## config.mk

```make
export PLATFORM = sky130hd
export DESIGN_NAME = bpu_pred
export DESIGN_NICKNAME = d
export VERILOG_FILES = /design/src/rtl/bpu_pred.sv
export SDC_FILE = /design/constraint.sdc
export NUM_CORES = 1
export LEC_CHECK = 0
export CORE_MARGIN = 2
export CORE_UTILIZATION = 46
export DETAILED_ROUTE_END_ITERATION = 16
export GPL_TIMING_DRIVEN = 1
export PLACE_DENSITY_LB_ADDON = 0.1
export SYNTH_ARGS = -nofsm -noshare
export SYNTH_HDL_FRONTEND = slang
export SYNTH_SLANG_ARGS = --single-unit
```

## constraint.sdc

```tcl
create_clock -name clock -period 5.8 [get_ports clock]
set_input_delay 1.45 -clock clock [delete_from_list [all_inputs] [get_ports clock]]
set_output_delay 1.45 -clock clock [all_outputs]
set_load 0.1 [all_outputs]
```

## src/rtl/bpu_pred.sv

```systemverilog
// Fetch-stage branch predictor: 2-bit BHT for conditional branches, direct jal targets,
// and an optional return-address stack enabled by defining YSYX_23060251_RAS_EN.
module bpu_pred #(
    parameter int XLEN      = 32,
    parameter int BHT_DEPTH = 64,
    parameter int RAS_DEPTH = 4
) (
    input  logic            clock,
    input  logic            reset,
    input  logic [31:0]     inst_i,
    input  logic [XLEN-1:0] pc_i,
    input  logic            if_valid_i,
    output logic [XLEN-1:0] pred_pc_o,
    output logic            pred_taken_o,
    input  logic            upd_valid_i,
    input  logic [XLEN-1:0] upd_pc_i,
    input  logic            upd_taken_i,
    input  logic            flush_i
);

    localparam int IDXW = $clog2(BHT_DEPTH);

    logic [6:0]      opcode;
    logic            is_br;
    logic            is_jal;
    logic            is_jalr;
    logic [XLEN-1:0] imm_b;
    logic [XLEN-1:0] imm_j;
    logic [XLEN-1:0] pc_plus4;
    logic [IDXW-1:0] lk_idx;
    logic [IDXW-1:0] up_idx;

    assign opcode   = inst_i[6:0];
    assign is_br    = (opcode == 7'b1100011);
    assign is_jal   = (opcode == 7'b1101111);
    assign is_jalr  = (opcode == 7'b1100111);
    assign imm_b    = {{(XLEN-12){inst_i[31]}}, inst_i[7], inst_i[30:25], inst_i[11:8], 1'b0};
    assign imm_j    = {{(XLEN-20){inst_i[31]}}, inst_i[19:12], inst_i[20], inst_i[30:21], 1'b0};
    assign pc_plus4 = pc_i + XLEN'(4);
    assign lk_idx   = pc_i[IDXW+1:2];
    assign up_idx   = upd_pc_i[IDXW+1:2];

    logic unused_upd_bits;
    assign unused_upd_bits = ^{upd_pc_i[1:0], upd_pc_i[XLEN-1:IDXW+2]};

    // Branch history table: saturating 2-bit counters, lookup reads the registered value only.
    logic [1:0] bht_q [BHT_DEPTH];
    logic [1:0] bht_d [BHT_DEPTH];

    always_comb begin
        bht_d = bht_q;
        if (upd_valid_i) begin
            if (upd_taken_i) begin
                if (bht_q[up_idx] != 2'b11) bht_d[up_idx] = bht_q[up_idx] + 2'b01;
            end else begin
                if (bht_q[up_idx] != 2'b00) bht_d[up_idx] = bht_q[up_idx] - 2'b01;
            end
        end
    end

    always_ff @(posedge clock) begin
        if (reset) begin
            for (int i = 0; i < BHT_DEPTH; i++) bht_q[i] <= 2'b01;
        end else begin
            bht_q <= bht_d;
        end
    end

`ifdef YSYX_23060251_RAS_EN
    localparam int PW = (RAS_DEPTH > 1) ? $clog2(RAS_DEPTH) : 1;
    localparam int CW = $clog2(RAS_DEPTH + 1);

    logic [XLEN-1:0] ras_q [RAS_DEPTH];
    logic [XLEN-1:0] ras_d [RAS_DEPTH];
    logic [PW-1:0]   ptr_q, ptr_d;
    logic [CW-1:0]   cnt_q, cnt_d;
    logic [PW-1:0]   ptr_inc, ptr_dec;
    logic [4:0]      rd, rs1;
    logic            rd_link, rs1_link;
    logic            ras_push, ras_pop, ras_empty;

    assign rd        = inst_i[11:7];
    assign rs1       = inst_i[19:15];
    assign rd_link   = (rd == 5'd1) || (rd == 5'd5);
    assign rs1_link  = (rs1 == 5'd1) || (rs1 == 5'd5);
    assign ras_push  = (is_jal || is_jalr) && rd_link;
    assign ras_pop   = is_jalr && rs1_link && !(rd_link && (rd == rs1));
    assign ras_empty = (cnt_q == '0);
    // ptr_q points at the next free slot; the top of stack sits one below it, circularly.
    assign ptr_inc   = (ptr_q == PW'(RAS_DEPTH - 1)) ? '0 : ptr_q + PW'(1);
    assign ptr_dec   = (ptr_q == '0) ? PW'(RAS_DEPTH - 1) : ptr_q - PW'(1);

    always_comb begin
        ras_d = ras_q;
        ptr_d = ptr_q;
        cnt_d = cnt_q;
        if (flush_i) begin
            ptr_d = '0;
            cnt_d = '0;
        end else if (if_valid_i) begin
            if (ras_pop && ras_push && !ras_empty) begin
                ras_d[ptr_dec] = pc_plus4;
            end else if (ras_push) begin
                ras_d[ptr_q] = pc_plus4;
                ptr_d        = ptr_inc;
                if (cnt_q != CW'(RAS_DEPTH)) cnt_d = cnt_q + CW'(1);
            end else if (ras_pop && !ras_empty) begin
                ptr_d = ptr_dec;
                cnt_d = cnt_q - CW'(1);
            end
        end
    end

    always_ff @(posedge clock) begin
        if (reset) begin
            ptr_q <= '0;
            cnt_q <= '0;
        end else begin
            ptr_q <= ptr_d;
            cnt_q <= cnt_d;
        end
    end

    always_ff @(posedge clock) begin
        ras_q <= ras_d;
    end
`else
    logic unused_ras_ctl;
    assign unused_ras_ctl = ^{flush_i, if_valid_i};
`endif

    always_comb begin
        pred_pc_o    = pc_plus4;
        pred_taken_o = 1'b0;
        if (is_br) begin
            if (bht_q[lk_idx][1]) begin
                pred_pc_o    = pc_i + imm_b;
                pred_taken_o = 1'b1;
            end
        end else if (is_jal) begin
            pred_pc_o    = pc_i + imm_j;
            pred_taken_o = 1'b1;
        end
`ifdef YSYX_23060251_RAS_EN
        else if (ras_pop && !ras_empty) begin
            pred_pc_o    = ras_q[ptr_dec];
            pred_taken_o = 1'b1;
        end
`endif
    end

endmodule

```

==> impl_metrics.csv <==
group,metric,value,unit
cts,cts_max_level,4,
routing,first_iter_violations,994,
routing,viasPerCell,6.089,
placement,portBuffers,104,
finish,drive_gt1_share,24.86,%
setup_path,cp-start-kind,"input port",
setup_path,r2r_cells,12,
routing,first_pass_iters,7,
power_and_ir_drop,p_seq_share,29.8,%
timing,worst_pin_slew,1.039,ns
timing,hold_violations,0,
synth,syn_area_per_cell,7.405,µm²
timing,period_share,100.5,%
synth,synth_cell_types,75,
status,violations,"negative setup slack",
cts,clk_latency,0.42,ns
power_and_ir_drop,switchingPower,0.0009430,W
synth,synth_seq_cells,128,
placement,hpwlAfterDp,26810,µm
floorplanning,rows,54,
finish,final_nets,1786,
timing,fin_hold_ws,0.4624,ns
floorplanning,die-area,23520,µm²
timing,skew,0.009527,ns
synth,ys_seq_area_share,24.97,%
cts,clk_pin_slew,0.05,ns
timing,min_period,5.828,ns
setup_path,r2r_slack,2.33,ns
routing,ant_nets,0,
synth,yosys_warnings,0,
cts,postCtsHoldBufs,0,
setup_path,worstPathRequired,4.35,ns
synth,synth_top_area_share,24.97,%
cts,clock-root-buffer,"clkbuf_16",
power_and_ir_drop,swShare,31.66,%
synth,yosysTopAreaCell,"dfxtp_1",
floorplanning,die_h,153.4,µm
synth,synth.area.top_cells,"dfxtp_1 25%, nand2_1 6.9%, a21oi_1 6.3%",
synth,netlist_instances,1386,
hold_path,min_path_cells,1,
placement,place_ws,-0.4910,ns
power_and_ir_drop,internal_power,0.002036,W
power_and_ir_drop,ir_drop,0.2150,mV
floorplanning,core_area,21890,µm²
global_route,grt_max_degree,86,
global_route,grt_pass1_wl,59250,µm
synth,synth_edf_count,0,
floorplanning,die_w,153.4,µm
setup_path,cp-end-kind,"primary output",
synth,synth_flop_cell,"dfxtp_1",
setup_path,critPathArrivalTime,4.38,ns
cts,cts_buffers,17,
routing,dr_total_vias,11750,
synth,synth_async_sr_flop_share,0,%
cts,clkSinkCount,128,
timing,setup_viol,2,
setup_path,critPathMaxFanout,4,
setup_path,worstSetupPathType,"in2out",
global_route,grt_pass1_vias,11450,
routing,drc,0,
cts,clk_path_buf_depth,2,
timing,slew_violations,0,
routing,wl_per_cell,19.41,µm
run,cap_violations,0,
timing,finalWorstSetupSlack,-0.02849,ns
setup_path,r2r_start,"bht_q[31]",
timing,fmax,0.1716,GHz
power_and_ir_drop,p_comb_share,32.8,%
global_route,grt_use_total,31.10,%
synth,syn_area,10260,µm²
finish,syn2layout_area_growth,41.72,%
power_and_ir_drop,power.density,204.8,nW/µm²
placement,gp_congestion,0.9552,
routing,wl,37440,µm
cts,cts_tree,"yes",
floorplanning,start_util,46.89,%
hold_path,hold_path_class,"reg2reg",
power_and_ir_drop,p_clk_share,37.4,%
global_route,antenna_found_initial,0,
timing,slew_headroom,30.51,%
finish,fin_cells,1929,
placement,place_inst,1885,
global_route,overflow,0,
timing,rsz0062_at_grt,"yes",
finish,n_antenna_cell,0,
synth,synth_fp_nets,1536,
floorplanning,ioPinCount,135,
power_and_ir_drop,p_leak,5.529,nW
status,status,"finished, violations left",
[how the worst max path moves through the flow]
stage	from	to	slack [ns]	cells after the start
2_1_floorplan	pc_i[3]	pred_pc_o[16]	-0.20	12
3_3_place_gp	pc_i[1]	pred_pc_o[23]	-0.51	14
3_5_place_dp	pc_i[1]	pred_pc_o[29]	-0.49	14
4_1_cts	inst_i[20]	pred_pc_o[31]	0.002	11
5_1_grt	pc_i[1]	pred_pc_o[23]	-0.12	14
6_report	inst_i[24]	pred_pc_o[31]	-0.03	13
[power groups by stage]
stage	clock network, W	logic [W]	registers [W]
global placement	0	0.000895	0.000907
CTS	0.00112	0.000950	0.000889
global route	0.00116	0.00104	0.000889
finish	0.00111	0.000977	0.000889
detailed placement	0	0.000904	0.000908
floorplan	0	0.000533	0.000906
[placed cells by master, fill, tap and decap left out, drive strengths merged, types with 15 or more instances in the layout]
cell	Yosys	routed
a211o	64	64
a211oi	21	21
a21o	23	23
a21oi	131	131
a22oi	41	41
and3	18	18
buf	29	264
clkbuf	74	28
clkdlybuf4s50	0	42
dfxtp	128	128
dlygate4sd2	0	20
ha	46	46
inv	17	17
mux2i	33	33
nand2	191	191
nand3	94	94
nand4	26	26
nor2	134	134
nor3	15	15
o21ai	48	48
o22ai	36	36
xnor2	49	49
xor2	24	24
[cells in the mapped netlist, drive strengths merged, types with 24 or more instances]
| master | n |
|---|---|
| o21ai | 48 |
| clkbuf | 74 |
| a21oi | 131 |
| ha | 46 |
| xnor2 | 49 |
| mux2i | 33 |
| o22ai | 36 |
| a211o | 64 |
| nand4 | 26 |
| dfxtp | 128 |
| nand2 | 191 |
| xor2 | 24 |
| nor2 | 134 |
| a22oi | 41 |
| nand3 | 94 |
| buf | 29 |
[what timing repair did]
action                                 4_1_cts  5_1_grt
buffers inserted                            10        3
setup endpoints to repair                   23       10
endpoints found under the hold margin        0        0
pin swaps                                   28       30
resized for setup                           96       29
[through the flow]
stage	total power, W	utilization (%)	TNS, ns	cell area [µm²]
after global routing	0.003089	66.44	-0.3767	14550
after floorplan	0.001439	-	-0.8125	10450
final	0.002979	66.44	-0.04550	14550
after detailed placement	0.001811	61.33	-4.631	13430
after global placement	0.001803	61.33	-4.448	13430
after CTS	0.002957	65.97	0	14440
[cells by family after synthesis]
| kind of cell | count (synthesis) | synth area share, % |
|---|---|---|
| multiplexers | 41 | 4.767 |
| buffers and inverters | 120 | 5.108 |
| flip-flops | 128 | 24.97 |
| adder cells (fa/ha/maj) | 48 | 5.998 |
| XOR/XNOR | 73 | 6.229 |
| AND/OR/NAND/NOR | 543 | 24.45 |
| AO/OA/AOI/OAI | 433 | 28.48 |
[critical path, cell delays in order]
cell	delay [ns]
dlygate4sd2_1	0.25
ha_1	0.30
o211ai_1	0.16
a21o_1	0.18
a211oi_4	0.10
o31ai_4	0.36
a21oi_2	0.14
o41a_1	0.35
buf_4	0.15
buf_4	0.12
or4_4	0.52
nand3_4	0.11
buf_12	0.18
[routing by layer]
| metal | vias up | GRT usage [%] | share of wire [%] |
|---|---|---|---|
| met5 | - | 0 | 0 |
| met4 | 0 | 13.32 | 3.9 |
| met3 | 116 | 4.536 | 7.0 |
| met2 | 543 | 52.72 | 48 |
| met1 | 5491 | 39.44 | 41 |
| li1 | 5596 | - | - |
[final cells by class]
cell class	instances	area, µm²
clock buffers	23	488.0
clock inverters	9	130.1
fillers	1919	7346
inverters	17	63.81
multi-input cells	1138	7812
flip-flops and latches	128	2562
well taps	280	350.3
repair buffers	334	3138
Note: power is estimated with default switching activity, not from simulation.
